`src/rtl/lighthouse_pkg.sv`:
```
// Shared constants for the lighthouse sensor readout path.
// Register map, data width and the empty-read marker.
package lighthouse_pkg;

    localparam int SENSOR_DATA_W = 32;

    typedef logic [2:0] reg_addr_t;

    localparam reg_addr_t REG_STATUS = 3'd0;
    localparam reg_addr_t REG_DATA   = 3'd1;
    localparam reg_addr_t REG_ID     = 3'd2;
    localparam reg_addr_t REG_MASK   = 3'd3;
    localparam reg_addr_t REG_CTRL   = 3'd4;

    localparam logic [31:0] DEAD_BEEF = 32'hDEAD_BEEF;

    function automatic logic [15:0] sat_add16(
        input logic [15:0] a,
        input logic [15:0] b
    );
        logic [16:0] s;
        s = {1'b0, a} + {1'b0, b};
        return s[16] ? 16'hFFFF : s[15:0];
    endfunction

endpackage

```
`src/rtl/lh_result_fifo.sv`:
```
// Synchronous result FIFO with flush; push/pop together keep count.
// Flush has priority over both push and pop.
module lh_result_fifo #(
    parameter int WIDTH = 36,
    parameter int DEPTH = 32
) (
    input  logic                       clock,
    input  logic                       reset,
    input  logic                       i_push,
    input  logic                       i_pop,
    input  logic                       i_flush,
    input  logic [WIDTH-1:0]           i_wdata,
    output logic [WIDTH-1:0]           o_rdata,
    output logic [$clog2(DEPTH):0]     o_count,
    output logic                       o_full,
    output logic                       o_empty
);

    localparam int AW = $clog2(DEPTH);
    localparam int CW = AW + 1;

    logic [WIDTH-1:0] r_mem [DEPTH];
    logic [AW-1:0]    r_wr_ptr;
    logic [AW-1:0]    r_rd_ptr;
    logic [CW-1:0]    r_count;
    logic             w_push;
    logic             w_pop;

    assign o_full  = (r_count == CW'(DEPTH));
    assign o_empty = (r_count == '0);
    assign o_count = r_count;
    assign o_rdata = r_mem[r_rd_ptr];

    assign w_pop  = i_pop && !o_empty;
    assign w_push = i_push && (!o_full || w_pop);

    always_ff @(posedge clock or posedge reset) begin
        if (reset) begin
            r_wr_ptr <= '0;
            r_rd_ptr <= '0;
            r_count  <= '0;
        end else if (i_flush) begin
            r_wr_ptr <= '0;
            r_rd_ptr <= '0;
            r_count  <= '0;
        end else begin
            if (w_push) r_wr_ptr <= r_wr_ptr + 1'b1;
            if (w_pop)  r_rd_ptr <= r_rd_ptr + 1'b1;
            if (w_push && !w_pop)
                r_count <= r_count + 1'b1;
            else if (w_pop && !w_push)
                r_count <= r_count - 1'b1;
        end
    end

    always_ff @(posedge clock) begin
        if (w_push && !i_flush)
            r_mem[r_wr_ptr] <= i_wdata;
    end

endmodule

```
`src/rtl/lighthouse_sensor_arbiter.sv`:
```
// Captures sensor results into holding registers and schedules them
// round-robin into a result FIFO drained over a zero-wait Avalon slave.
module lighthouse_sensor_arbiter
    import lighthouse_pkg::*;
#(
    parameter int NUM_SENSORS = 16,
    parameter int FIFO_DEPTH  = 32,
    parameter int ID_W        = 4
) (
    input  logic                                clock,
    input  logic                                reset,
    input  logic [2:0]                          address,
    input  logic                                write,
    input  logic [31:0]                         writedata,
    input  logic                                read,
    output logic [31:0]                         readdata,
    output logic                                waitrequest,
    input  logic [NUM_SENSORS-1:0]              sensor_ready,
    input  logic [SENSOR_DATA_W*NUM_SENSORS-1:0] sensor_data,
    output logic                                data_available
);

    localparam int CW = $clog2(FIFO_DEPTH) + 1;
    localparam int EW = ID_W + SENSOR_DATA_W;

    logic [NUM_SENSORS-1:0]   r_hold_valid;
    logic [SENSOR_DATA_W-1:0] r_hold_data [NUM_SENSORS];
    logic [NUM_SENSORS-1:0]   r_enable_mask;
    logic [15:0]              r_drop_count;
    logic [ID_W-1:0]          r_rr;
    logic                     r_data_available;

    logic                     w_pop;
    logic                     w_flush;
    logic                     w_clr_drop;
    logic                     w_mask_wr;
    logic                     w_found;
    logic                     w_grant;
    logic [ID_W-1:0]          w_winner;
    logic [NUM_SENSORS-1:0]   w_drop;
    logic [15:0]              w_drop_n;
    logic [EW-1:0]            w_push_data;
    logic [EW-1:0]            w_head;
    logic [CW-1:0]            w_count;
    logic                     w_full;
    logic                     w_empty;
    logic                     w_unused_wd;

    assign waitrequest    = 1'b0;
    assign data_available = r_data_available;
    assign w_unused_wd    = ^writedata;

    assign w_pop      = read && (address == REG_DATA) && !w_empty;
    assign w_flush    = write && (address == REG_CTRL) && writedata[0];
    assign w_clr_drop = write && (address == REG_CTRL) && writedata[1];
    assign w_mask_wr  = write && (address == REG_MASK);

    // Search upward from the last winner, wrapping at NUM_SENSORS.
    always_comb begin : arb
        int t;
        t        = 0;
        w_found  = 1'b0;
        w_winner = r_rr;
        for (int k = 1; k <= NUM_SENSORS; k++) begin
            t = int'(r_rr) + k;
            if (t >= NUM_SENSORS) t = t - NUM_SENSORS;
            if (!w_found && r_hold_valid[ID_W'(t)]) begin
                w_found  = 1'b1;
                w_winner = ID_W'(t);
            end
        end
    end

    assign w_grant = w_found && !w_flush && (!w_full || w_pop);
    assign w_push_data = {w_winner, r_hold_data[w_winner]};

    always_comb begin
        w_drop = '0;
        for (int i = 0; i < NUM_SENSORS; i++) begin
            w_drop[i] = r_enable_mask[i] && sensor_ready[i] &&
                        r_hold_valid[i] &&
                        !(w_grant && (w_winner == ID_W'(i)));
        end
    end

    assign w_drop_n = 16'($countones(w_drop));

    always_ff @(posedge clock or posedge reset) begin
        if (reset) begin
            r_hold_valid <= '0;
            for (int i = 0; i < NUM_SENSORS; i++)
                r_hold_data[i] <= '0;
        end else begin
            for (int i = 0; i < NUM_SENSORS; i++) begin
                if (!r_enable_mask[i]) begin
                    r_hold_valid[i] <= 1'b0;
                end else if (sensor_ready[i]) begin
                    r_hold_data[i]  <= sensor_data[SENSOR_DATA_W*i +: SENSOR_DATA_W];
                    r_hold_valid[i] <= 1'b1;
                end else if (w_grant && (w_winner == ID_W'(i))) begin
                    r_hold_valid[i] <= 1'b0;
                end
            end
        end
    end

    always_ff @(posedge clock or posedge reset) begin
        if (reset) begin
            r_drop_count     <= '0;
            r_enable_mask    <= '1;
            r_rr             <= ID_W'(NUM_SENSORS - 1);
            r_data_available <= 1'b0;
        end else begin
            if (w_clr_drop)
                r_drop_count <= '0;
            else
                r_drop_count <= sat_add16(r_drop_count, w_drop_n);
            if (w_mask_wr)
                r_enable_mask <= writedata[NUM_SENSORS-1:0];
            if (w_grant)
                r_rr <= w_winner;
            r_data_available <= !w_empty;
        end
    end

    lh_result_fifo #(
        .WIDTH (EW),
        .DEPTH (FIFO_DEPTH)
    ) u_fifo (
        .clock   (clock),
        .reset   (reset),
        .i_push  (w_grant),
        .i_pop   (w_pop),
        .i_flush (w_flush),
        .i_wdata (w_push_data),
        .o_rdata (w_head),
        .o_count (w_count),
        .o_full  (w_full),
        .o_empty (w_empty)
    );

    always_comb begin
        readdata = DEAD_BEEF;
        unique case (1'b1)
            address == REG_STATUS:
                readdata = {r_drop_count, 16'(w_count)};
            address == REG_DATA:
                readdata = w_empty ? DEAD_BEEF : w_head[SENSOR_DATA_W-1:0];
            address == REG_ID:
                readdata = w_empty ? DEAD_BEEF : 32'(w_head[EW-1:SENSOR_DATA_W]);
            address == REG_MASK:
                readdata = 32'(r_enable_mask);
            default:
                readdata = DEAD_BEEF;
        endcase
    end

endmodule

```
`config.mk`:
```
export PLATFORM = sky130hd
export DESIGN_NAME = lighthouse_sensor_arbiter
export DESIGN_NICKNAME = d
export VERILOG_FILES = /design/src/rtl/lighthouse_pkg.sv /design/src/rtl/lh_result_fifo.sv /design/src/rtl/lighthouse_sensor_arbiter.sv
export SDC_FILE = /design/constraint.sdc
export NUM_CORES = 2
export LEC_CHECK = 0
export ABC_AREA = 1
export ABC_CLOCK_PERIOD_IN_PS = 21500
export CAP_MARGIN = 30
export CORE_AREA = 2 2 454 343
export CTS_CLUSTER_DIAMETER = 50
export DETAILED_ROUTE_END_ITERATION = 7
export DIE_AREA = 0 0 456 345
export PLACE_DENSITY = 0.7
export SYNTH_ARGS = -nofsm -noshare
export SYNTH_HDL_FRONTEND = slang
export SYNTH_SLANG_ARGS = --single-unit
```
`constraint.sdc`:
```
create_clock -name clock -period 21.5 [get_ports clock]
set_input_delay 2.15 -clock clock [delete_from_list [all_inputs] [get_ports clock]]
set_output_delay 2.15 -clock clock [all_outputs]
set_load 0.02 [all_outputs]
```
==> impl_metrics.env <==
export IMPL_cp_required_ns=22.19
export IMPL_period_share_pct=52.1
export IMPL_cts_buffers=169
export IMPL_clk_pin_slew_ns=0.06
export IMPL_drt_iter0_markers=8833
export IMPL_path_buf_inv=10
export IMPL_synth_edf_count=1152
export IMPL_start_util_pct=49.6
export IMPL_cts_sinks=1733
export IMPL_ctsRootBufferMaster="clkbuf_16"
export IMPL_yosys_most_used_dff="edfxtp_1"
export IMPL_crit_end="r_drop_count[11]"
export IMPL_synth_common_cells="nand2_1, edfxtp_1, nor2_1"
export IMPL_end_kind="flip-flop"
export IMPL_yosys_area_share_adder_pct=0.770
export IMPL_synth_simple_area_share_pct=18.1
export IMPL_syn_cell_area_mm2=0.0761
export IMPL_synth_area_leaders="edfxtp_1, dfrtp_1, nand2_1"
export IMPL_criticalPathCategory="flip-flop to flip-flop"
export IMPL_cts_htree_levels=4
export IMPL_crit_fanout=88
export IMPL_grt_ovfl_total=0
export IMPL_die_x_um=456
export IMPL_grt_antenna_before_repair=83
export IMPL_synth_top_area_share_pct=45.5
export IMPL_hold_class="flip-flop to flip-flop"
export IMPL_clk_latency_ns=0.84
export IMPL_cp_arrival_ns=11.90
export IMPL_cpMostUsedCell="inv_1"
export IMPL_synth_compound_gate_area_share_pct=8.89
export IMPL_ys_seq_area_share_pct=64.6
export IMPL_drt_first_pass_iters=8
export IMPL_crit_cells=44
export IMPL_syn_nets=7976
export IMPL_syn_to_final_growth_pct=18.4
export IMPL_track_usage_pct=33.5
export IMPL_pin_count=601
export IMPL_grt_pass1_vias=56400
export IMPL_grt_pass1_wl_um=387000
export IMPL_status="complete, no violations"
export IMPL_num_vias=60700
export IMPL_synth_top_area_cell="edfxtp_1"
export IMPL_cts_setup_buffers=0
export IMPL_timing_slew_headroom_pct=20.6
export IMPL_hold_start="r_hold_data[448]"
export IMPL_portBuffers=583
export IMPL_die_y_um=345
export IMPL_cts_hold_buffers=0
export IMPL_grt_setup_unrepaired="false"
export IMPL_worst_path_max_delay_cell="dfstp_2"
export IMPL_muxShareOfSynthArea_pct=3.46
export IMPL_worstReg2RegStart="r_rr[1]"
export IMPL_crit_path_start_kind="flip-flop"
export IMPL_die_area_mm2=0.157
export IMPL_yosysWarnings=0
export IMPL_synth_cells=7370
export IMPL_grt_max_degree=203
export IMPL_wl_per_cell_um=26.8
export IMPL_drv_slew=0
export IMPL_drt_vias_per_instance=6.04
export IMPL_layout_drive_gt1_share_pct=9.32
export IMPL_fin_tns_setup_ns=0
export IMPL_critPathTopFamily="simple AND/OR/NAND/NOR gates"
export IMPL_ant_nets=0
export IMPL_slowest_delay_ns=0.82
export IMPL_postCtsResizedCells=0
export IMPL_fin_skew_ns=0.0412
export IMPL_worstRegToRegCells=44
export IMPL_synth_top_family_by_area="simple AND/OR/NAND/NOR gates"
export IMPL_dp_hpwl_um=169000
export IMPL_cts_tree="built"
export IMPL_hold_depth=2
export IMPL_gp_congestion=0.986
export IMPL_core_area_mm2=0.153
export IMPL_setup_viol=0
export IMPL_crit_reg2reg_capture="r_drop_count[11]"
export IMPL_worstSetupStartpoint="r_rr[1]"
export IMPL_min_period_ns=11.21
export IMPL_drc=0
export IMPL_hold_viol=0
export IMPL_yosysMostFrequentCell="nand2_1"
export IMPL_clk_path_buf_depth=3
export IMPL_synth_cell_type_count=54
export IMPL_max_cap_violations=0
export IMPL_synthArstFlopShare_pct=33.5
export IMPL_layout_nets=8414
export IMPL_synth_xor_area_share_pct=0.206
export IMPL_num_rows=125
export IMPL_avgSynthCellArea_um2=10.3
export IMPL_wl_um=269000
export IMPL_fmax_mhz=89.2
export IMPL_worstMarginPinSlew_ns=1.19
export IMPL_ff2ff_setup_slack_ns=10.29
export IMPL_synth_seq_cells=1733
## worst register-to-register path: cells and delay by family (launching register included)
family                     cells  cell delay [ns]
buffers and inverters         10             2.11
and+or+nand+nor               23             3.89
AOI/OAI and AO/OA              4             0.69
adders and majority gates      7             3.55
DFF                            1             0.82
## state kept, by name, indices dropped and copies added (netlist names)
signal / count
data_available: 1
r_drop_count: 16
r_enable_mask: 16
r_hold_data: 512
r_hold_valid: 16
r_rr: 4
u_fifo.o_count: 6
u_fifo.r_mem: 1152
u_fifo.r_rd_ptr: 5
u_fifo.r_wr_ptr: 5
## routing by layer
layer | global-route usage, % | vias up | routed length [um]
li1 | - | 26300 | -
met1 | 46.4 | 29800 | 105000
met2 | 47.6 | 3949 | 115000
met3 | 9.59 | 643 | 33600
met4 | 18.3 | 4 | 15400
met5 | 0 | - | 30
## worst min path at each step
stage / endpoint / slack (ns)
6_report: r_hold_data[448] / 0.48
5_1_grt: r_hold_data[430] / 0.49
4_1_cts: r_hold_data[275] / 0.48
3_5_place_dp: r_hold_data[6] / 0.46
3_3_place_gp: r_hold_data[453] / 0.46
2_1_floorplan: r_hold_data[0] / 0.45
## metrics by stage
step | hold slack (ns) | instance area, um^2 | util (%) | setup WS, ns | std cells
final | 0.478 | 90100 | 58.7 | 10.29 | 10100
after global routing | 0.492 | 90100 | 58.7 | 9.67 | 10100
after CTS | 0.480 | 89700 | 58.4 | 10.23 | 9967
after detailed placement | 0.465 | 84400 | 55.0 | 10.28 | 9661
after global placement | 0.464 | 83800 | 54.6 | 10.30 | 9639
after floorplan | 0.449 | 76100 | - | 3.13 | 7370
## layout by cell type, fill, tap and decap left out, types with 82 or more instances in the layout
cell type           n
o22ai_1           179
clkdlybuf4s50_1   583
nor2_1            719
diode_2            82
nand3_1           468
mux2_2            234
buf_4             115
clkbuf_16         171
edfxtp_1         1152
nand2_1          2147
o221ai_1          111
o21ai_0           664
inv_1             252
dfrtp_1           557
## cells by family after synthesis
logic type / Yosys count
other cells: 1
compound gates: 1158
xor+xnor: 17
buf+inv: 742
simple gates: 3446
mux: 234
fa+ha+maj: 39
flops: 1733
## layout make-up
cell class	instances	area, um^2
Antenna cell	82	205
Inverter	277	1070
Multi-Input combinational cell	4895	24200
Clock inverter	80	722
Clock buffer	226	4600
Sequential cell	1733	49200
Fill cell	12600	63400
Tap cell	2032	2540
Timing Repair Buffer	732	7510
Power is left out: the tool's default activity adds up to more than one toggle a clock period on the data nets, which glitch-free logic cannot reach.
